### config.mk
export PLATFORM = sky130hd
export DESIGN_NAME = teller_dispatcher
export DESIGN_NICKNAME = d
export VERILOG_FILES = /design/src/rtl/teller_dispatcher.sv
export SDC_FILE = /design/constraint.sdc
export NUM_CORES = 1
export LEC_CHECK = 0
export BUFFER_PORTS_ARGS = -buffer_cell sky130_fd_sc_hd__buf_4
export CAP_MARGIN = 40
export CORE_ASPECT_RATIO = 0.6
export CORE_MARGIN = 3
export CORE_UTILIZATION = 54
export CTS_CLUSTER_DIAMETER = 120
export CTS_CLUSTER_SIZE = 16
export DETAILED_ROUTE_END_ITERATION = 10
export PLACE_DENSITY_LB_ADDON = 0.12
export SLEW_MARGIN = 15
export SYNTH_ARGS = -nofsm -noshare
export SYNTH_HDL_FRONTEND = slang
export SYNTH_SLANG_ARGS = --single-unit
### constraint.sdc
create_clock -name clk -period 2.85 [get_ports clk]
set_clock_uncertainty 0.15 [all_clocks]
set_input_delay 0.285 -clock clk [delete_from_list [all_inputs] [get_ports clk]]
set_output_delay 0.285 -clock clk [all_outputs]
set_load 0.005 [all_outputs]
### src/rtl/teller_dispatcher.sv
`default_nettype none
// ============================================================================
// Module      : teller_dispatcher
// Description : Sequences the bank-queue people counter and shares waiting
//               customers between up to three tellers. Arrival and call
//               strobes become serialized up/down counter strobes, tickets are
//               numbered, and free tellers are served in round-robin order.
// Revision    : 1.0 - initial release
// ============================================================================
module teller_dispatcher #(
    parameter int NUM_TELLERS = 3,
    parameter int CNT_W       = 4,
    parameter int MAX_Q       = 7,
    parameter int HOLD_CYCLES = 4
) (
    input  logic                   clk,
    input  logic                   reset,
    input  logic                   arrive,
    input  logic [NUM_TELLERS-1:0] teller_req,
    input  logic [NUM_TELLERS-1:0] teller_en,
    input  logic [CNT_W-1:0]       pcount,
    output logic                   cnt_up,
    output logic                   cnt_down,
    output logic [NUM_TELLERS-1:0] grant,
    output logic [CNT_W-1:0]       serve_ticket,
    output logic [CNT_W-1:0]       issue_ticket,
    output logic                   reject,
    output logic [1:0]             tcount,
    output logic                   busy
);

    localparam int                PTR_W     = 2;
    localparam int                HOLD_W    = $clog2(HOLD_CYCLES) + 1;
    localparam logic [CNT_W-1:0]  MAX_Q_C   = CNT_W'(MAX_Q);
    localparam logic [HOLD_W-1:0] HOLD_LAST = HOLD_W'(HOLD_CYCLES - 1);
    localparam logic [PTR_W-1:0]  PTR_LAST  = PTR_W'(NUM_TELLERS - 1);

    typedef enum logic [1:0] {
        S_IDLE = 2'd0,
        S_CALL = 2'd1,
        S_HOLD = 2'd2
    } state_t;

    state_t                 state_q, state_d;
    logic [NUM_TELLERS-1:0] req_q;
    logic [NUM_TELLERS-1:0] pend_q, pend_d;
    logic                   arrive_pend_q, arrive_pend_d;
    logic [PTR_W-1:0]       rr_q, rr_d;
    logic [HOLD_W-1:0]      hold_q, hold_d;
    logic [NUM_TELLERS-1:0] grant_q, grant_d;
    logic [CNT_W-1:0]       serve_q, serve_d;
    logic [CNT_W-1:0]       issue_q, issue_d;
    logic [1:0]             tcount_q, tcount_d;

    logic [NUM_TELLERS-1:0] rise;
    logic [NUM_TELLERS-1:0] elig;
    logic                   sel_found;
    logic [PTR_W-1:0]       sel_idx;

    assign rise = teller_req & ~req_q;
    // A pending request only counts while its station is still open.
    assign elig = pend_q & teller_en;

    // Round-robin search: first eligible teller starting at rr_q, wrapping.
    always_comb begin
        logic [PTR_W:0] idx;
        sel_found = 1'b0;
        sel_idx   = '0;
        idx       = '0;
        for (int k = 0; k < NUM_TELLERS; k++) begin
            idx = {1'b0, rr_q} + (PTR_W+1)'(k);
            if (idx >= (PTR_W+1)'(NUM_TELLERS)) begin
                idx = idx - (PTR_W+1)'(NUM_TELLERS);
            end
            if (!sel_found && elig[idx[PTR_W-1:0]]) begin
                sel_found = 1'b1;
                sel_idx   = idx[PTR_W-1:0];
            end
        end
    end

    // Count of open stations, saturating at 3.
    always_comb begin
        logic [2:0] sum;
        sum = '0;
        for (int i = 0; i < NUM_TELLERS; i++) begin
            sum = sum + 3'(teller_en[i]);
        end
        tcount_d = (sum > 3'd3) ? 2'd3 : sum[1:0];
    end

    // Next-state, datapath updates and counter strobes.
    always_comb begin
        state_d       = state_q;
        pend_d        = (pend_q | (rise & teller_en)) & teller_en;
        arrive_pend_d = arrive_pend_q ? 1'b1 : arrive;
        rr_d          = rr_q;
        hold_d        = hold_q;
        grant_d       = grant_q;
        serve_d       = serve_q;
        issue_d       = issue_q;
        cnt_up        = 1'b0;
        cnt_down      = 1'b0;
        reject        = 1'b0;

        case (state_q)
            S_IDLE: begin
                // Never call a customer who is not in the queue.
                if ((|elig) && (pcount != '0)) begin
                    state_d = S_CALL;
                end
            end
            S_CALL: begin
                if (sel_found) begin
                    cnt_down        = 1'b1;
                    grant_d         = '0;
                    grant_d[sel_idx] = 1'b1;
                    serve_d         = serve_q + CNT_W'(1);
                    pend_d[sel_idx] = 1'b0;
                    rr_d            = (sel_idx == PTR_LAST) ? '0 : sel_idx + PTR_W'(1);
                    hold_d          = '0;
                    state_d         = S_HOLD;
                end else begin
                    // Station closed between IDLE and CALL: nothing to serve.
                    state_d = S_IDLE;
                end
            end
            S_HOLD: begin
                if (((grant_q & teller_en) == '0) || (hold_q == HOLD_LAST)) begin
                    grant_d = '0;
                    state_d = S_IDLE;
                end else begin
                    hold_d = hold_q + HOLD_W'(1);
                end
            end
            default: begin
                grant_d = '0;
                state_d = S_IDLE;
            end
        endcase

        // Arrivals yield to a decrement so the counter sees one strobe a cycle.
        if (arrive_pend_q && !cnt_down) begin
            arrive_pend_d = 1'b0;
            if (pcount < MAX_Q_C) begin
                cnt_up  = 1'b1;
                issue_d = issue_q + CNT_W'(1);
            end else begin
                reject = 1'b1;
            end
        end
    end

    // State and datapath registers.
    always_ff @(posedge clk or posedge reset) begin
        if (reset) begin
            state_q       <= S_IDLE;
            req_q         <= '0;
            pend_q        <= '0;
            arrive_pend_q <= 1'b0;
            rr_q          <= '0;
            hold_q        <= '0;
            grant_q       <= '0;
            serve_q       <= '0;
            issue_q       <= '0;
            tcount_q      <= '0;
        end else begin
            state_q       <= state_d;
            req_q         <= teller_req;
            pend_q        <= pend_d;
            arrive_pend_q <= arrive_pend_d;
            rr_q          <= rr_d;
            hold_q        <= hold_d;
            grant_q       <= grant_d;
            serve_q       <= serve_d;
            issue_q       <= issue_d;
            tcount_q      <= tcount_d;
        end
    end

    // A station closing mid-hold loses its grant without waiting for a clock.
    assign grant        = grant_q & teller_en;
    assign serve_ticket = serve_q;
    assign issue_ticket = issue_q;
    assign tcount       = tcount_q;
    assign busy         = (state_q != S_IDLE);

endmodule
`default_nettype wire
==> summary.txt <==
Timing
  • Clock period minus worst slack: around 2700 ps
  • Post-route setup TNS: 0 ps
  • Max Clock Freq: around 370 MHz
  • Max-Slew Margin vs Limit: 0.627
  • Worst-margin pin slew: 559 ps
  • Final period util: 0.953
  • RSZ-0062 raised after global routing: false
  • Final setup vio count: 0
  • Count of final hold-check violations: 0
  • Fin. max-slew vios: 0

Clocking
  • Clock-pin slew on the worst setup and hold paths: 90 ps
  • H-tree Lvls: 1
  • Clock sinks: 27
  • CTS buffer count: 3
  • Post-CTS Setup Repair Bufs: 0
  • Clk_lat worst skew: 270 ps
  • CTS Buffer Depth: 2
  • CTS tree: built
  • Root Buffer: clkbuf_8

Detailed routing
  • Post-Route WL: 3480 µm
  • Antenna viol nets, final: 0
  • DR pass1 iterations: 4
  • DR vias: 1257
  • Avg WL per Cell: 15.7 µm
  • Vias/cell: between 5 and 6
  • DRC: 0
  • First DRT Iteration DRCs: 100

Critical path
  • Startpoint Class: register
  • CP required: ~2400 ps
  • Crit Path Max Fanout: 8
  • CP Capture Type: output port
  • Setup CP Type: reg2out
  • Critical Path AT: around 2300 ps

Synth
  • Mean area per synthesized cell: between 10 and 15 µm²
  • Commonest cells post-synth: dfrtp_1 (27), inv_1 (15), ha_1 (10), nand2_1 (10), a21oi_1 (7)
  • Most common cell in the netlist: dfrtp_1
  • Post-synth EDFFs: 0
  • Cell variety after synth: between 50 and 60
  • FF+latch count, synth: 27
  • Synthesized area: roughly 1600 µm²
  • Synth warn: 0
  • Mapped Nets: between 150 and 200
  • Synth top area share: 0.427
  • Sequential area share after synthesis: 0.427
  • Yosys top cell by area: dfrtp_1
  • Synth area leaders: dfrtp_1 (43%), ha_1 (7.9%), inv_1 (3.6%)
  • Post-synthesis cell count: 146
  • Ys async rst share: 1.00
  • Most used DFF post-synth: dfrtp_1

Die
  • Die ar.: 3640 µm²
  • I/O pins: 30
  • Die X: ~76 µm
  • Die Y: 47.9 µm
  • # rows: 14
  • Core ar.: 2650 µm²
  • Initial core utilization: 0.598

Cells and area
  • Share of cells above drive strength 1: 0.280
  • Area growth, synth to finish: 23.5%
  • Fin util: 0.739
  • Nets: 207
  • FILL cells: between 200 and 250
  • # diodes: 0

Placement
  • Number of port buffers: 29
  • RePlAce Congestion: 0.913
  • DP Wirelength: ~2700 µm

Global routing
  • Vias in the first global route: 1186
  • GRT Resource Usage Total: 0.206
  • GRT Residual Overflow: 0
  • Global-route wire length before repair: roughly 5500 µm
  • Largest net degree at the start of global routing: 17
  • Antenna violations before repair: 0

Pwr
  • Pwr/cell area: about 800 nW/µm²
  • Worst VDD drop: around 600 µV
  • Leak Pwr: about 0.00095 µW

Flow run
  • Max Cap Violations: 0

Status
  • Status: finished clean

Min path
  • HP Class: in2reg
[worst max-delay path, cell delays in order, from the launching register on]
cell      delay, ps
dfrtp_1         380
inv_1            70
ha_2            410
nand4b_1        200
o211ai_2        210
o41ai_4         360
and3_4          270
buf_4           110
[layer usage]
layer,track usage,vias to the layer above,wire length (µm)
li1,-,599,-
met1,0.265,609,1570
met4,0.0488,0,30
met3,0.0650,7,216
met2,0.345,42,1670
met5,0,-,0
[worst paths after layout]
kind                                 start  slack [ps]  cells past startpoint               to
setup reg to reg                   rr_q[0]         370                      8  issue_ticket[3]
setup / recovery                   rr_q[0]         130                      7           cnt_up
min in group asynchronous            reset         440                      3  serve_ticket[1]
hold reg to reg            serve_ticket[3]         340                      1  serve_ticket[3]
max in group asynchronous            reset        1650                      4       grant_q[2]
hold / removal                      arrive          90                      2    arrive_pend_q
[what timing repair did]
item                                    in CTS  in global routing
hold buffers                                 4                  0
endpoints found under the setup margin       0                  1
endpoints found under the hold margin       14                  0
gates resized for setup                      0                  1
[layout make-up]
| class | instances | area, µm² | share of cell area |
|---|---|---|---|
| Sequential cell | 27 | 676 | 0.346 |
| Clock buffer | 3 | 41.3 | 0.0211 |
| Inverter | 16 | 60.1 | 0.0307 |
| Multi-Input combinational cell | 100 | 830 | 0.424 |
| Clock inverter | 1 | 5.00 | 0.00256 |
| Tap cell | 40 | 50.0 | 0.0256 |
| Timing Repair Buffer | 35 | 293 | 0.150 |
[logic make-up after synthesis]
kind of cell | share of synthesized area
AOI/OAI and AO/OA | 0.206
muxes | 0.0277
adders and majority gates | 0.0917
xor gates and xnor gates | 0.0380
and+or+nand+nor | 0.159
DFF | 0.427
buffers and inverters | 0.0506
[registers in the layout (all words and copies together) (netlist names)]
name           cells
arrive_pend_q      1
serve_ticket       4
grant_q            3
state_q            2
pend_q             3
tcount             2
rr_q               2
hold_q             3
issue_ticket       4
req_q              3
[stage by stage]
stage	power (µW)	instances	hold WS, ps	cell area [µm²]	setup slack (ps)
final	1610	222	90.3	1950	134
after global routing	1730	222	94.4	1950	10.6
after detailed placement	1380	214	200	1870	367
after global placement	1340	213	251	1840	469
after floorplan	1100	146	166	1580	589
after CTS	1610	222	88.2	1950	76.5
[cells in the final DEF (no fill, tap or decap), types with 3 or more instances in the layout]
cell           count
o21ai_0            4
nand3_1            4
xor2_1             3
nand2_1           10
a21oi_1            7
ha_1               9
dfrtp_1           27
nand4b_1           4
a21boi_0           3
inv_1             15
buf_4             30
nor2b_1            4
dlygate4sd3_1      4
clkbuf_8           3
nor2_1             5
[power breakdown]
group	internal, µW	switching [µW]
clock	98.1	120
sequential	482	93.4
combinational	389	424
(Power assumes the default switching activity.)
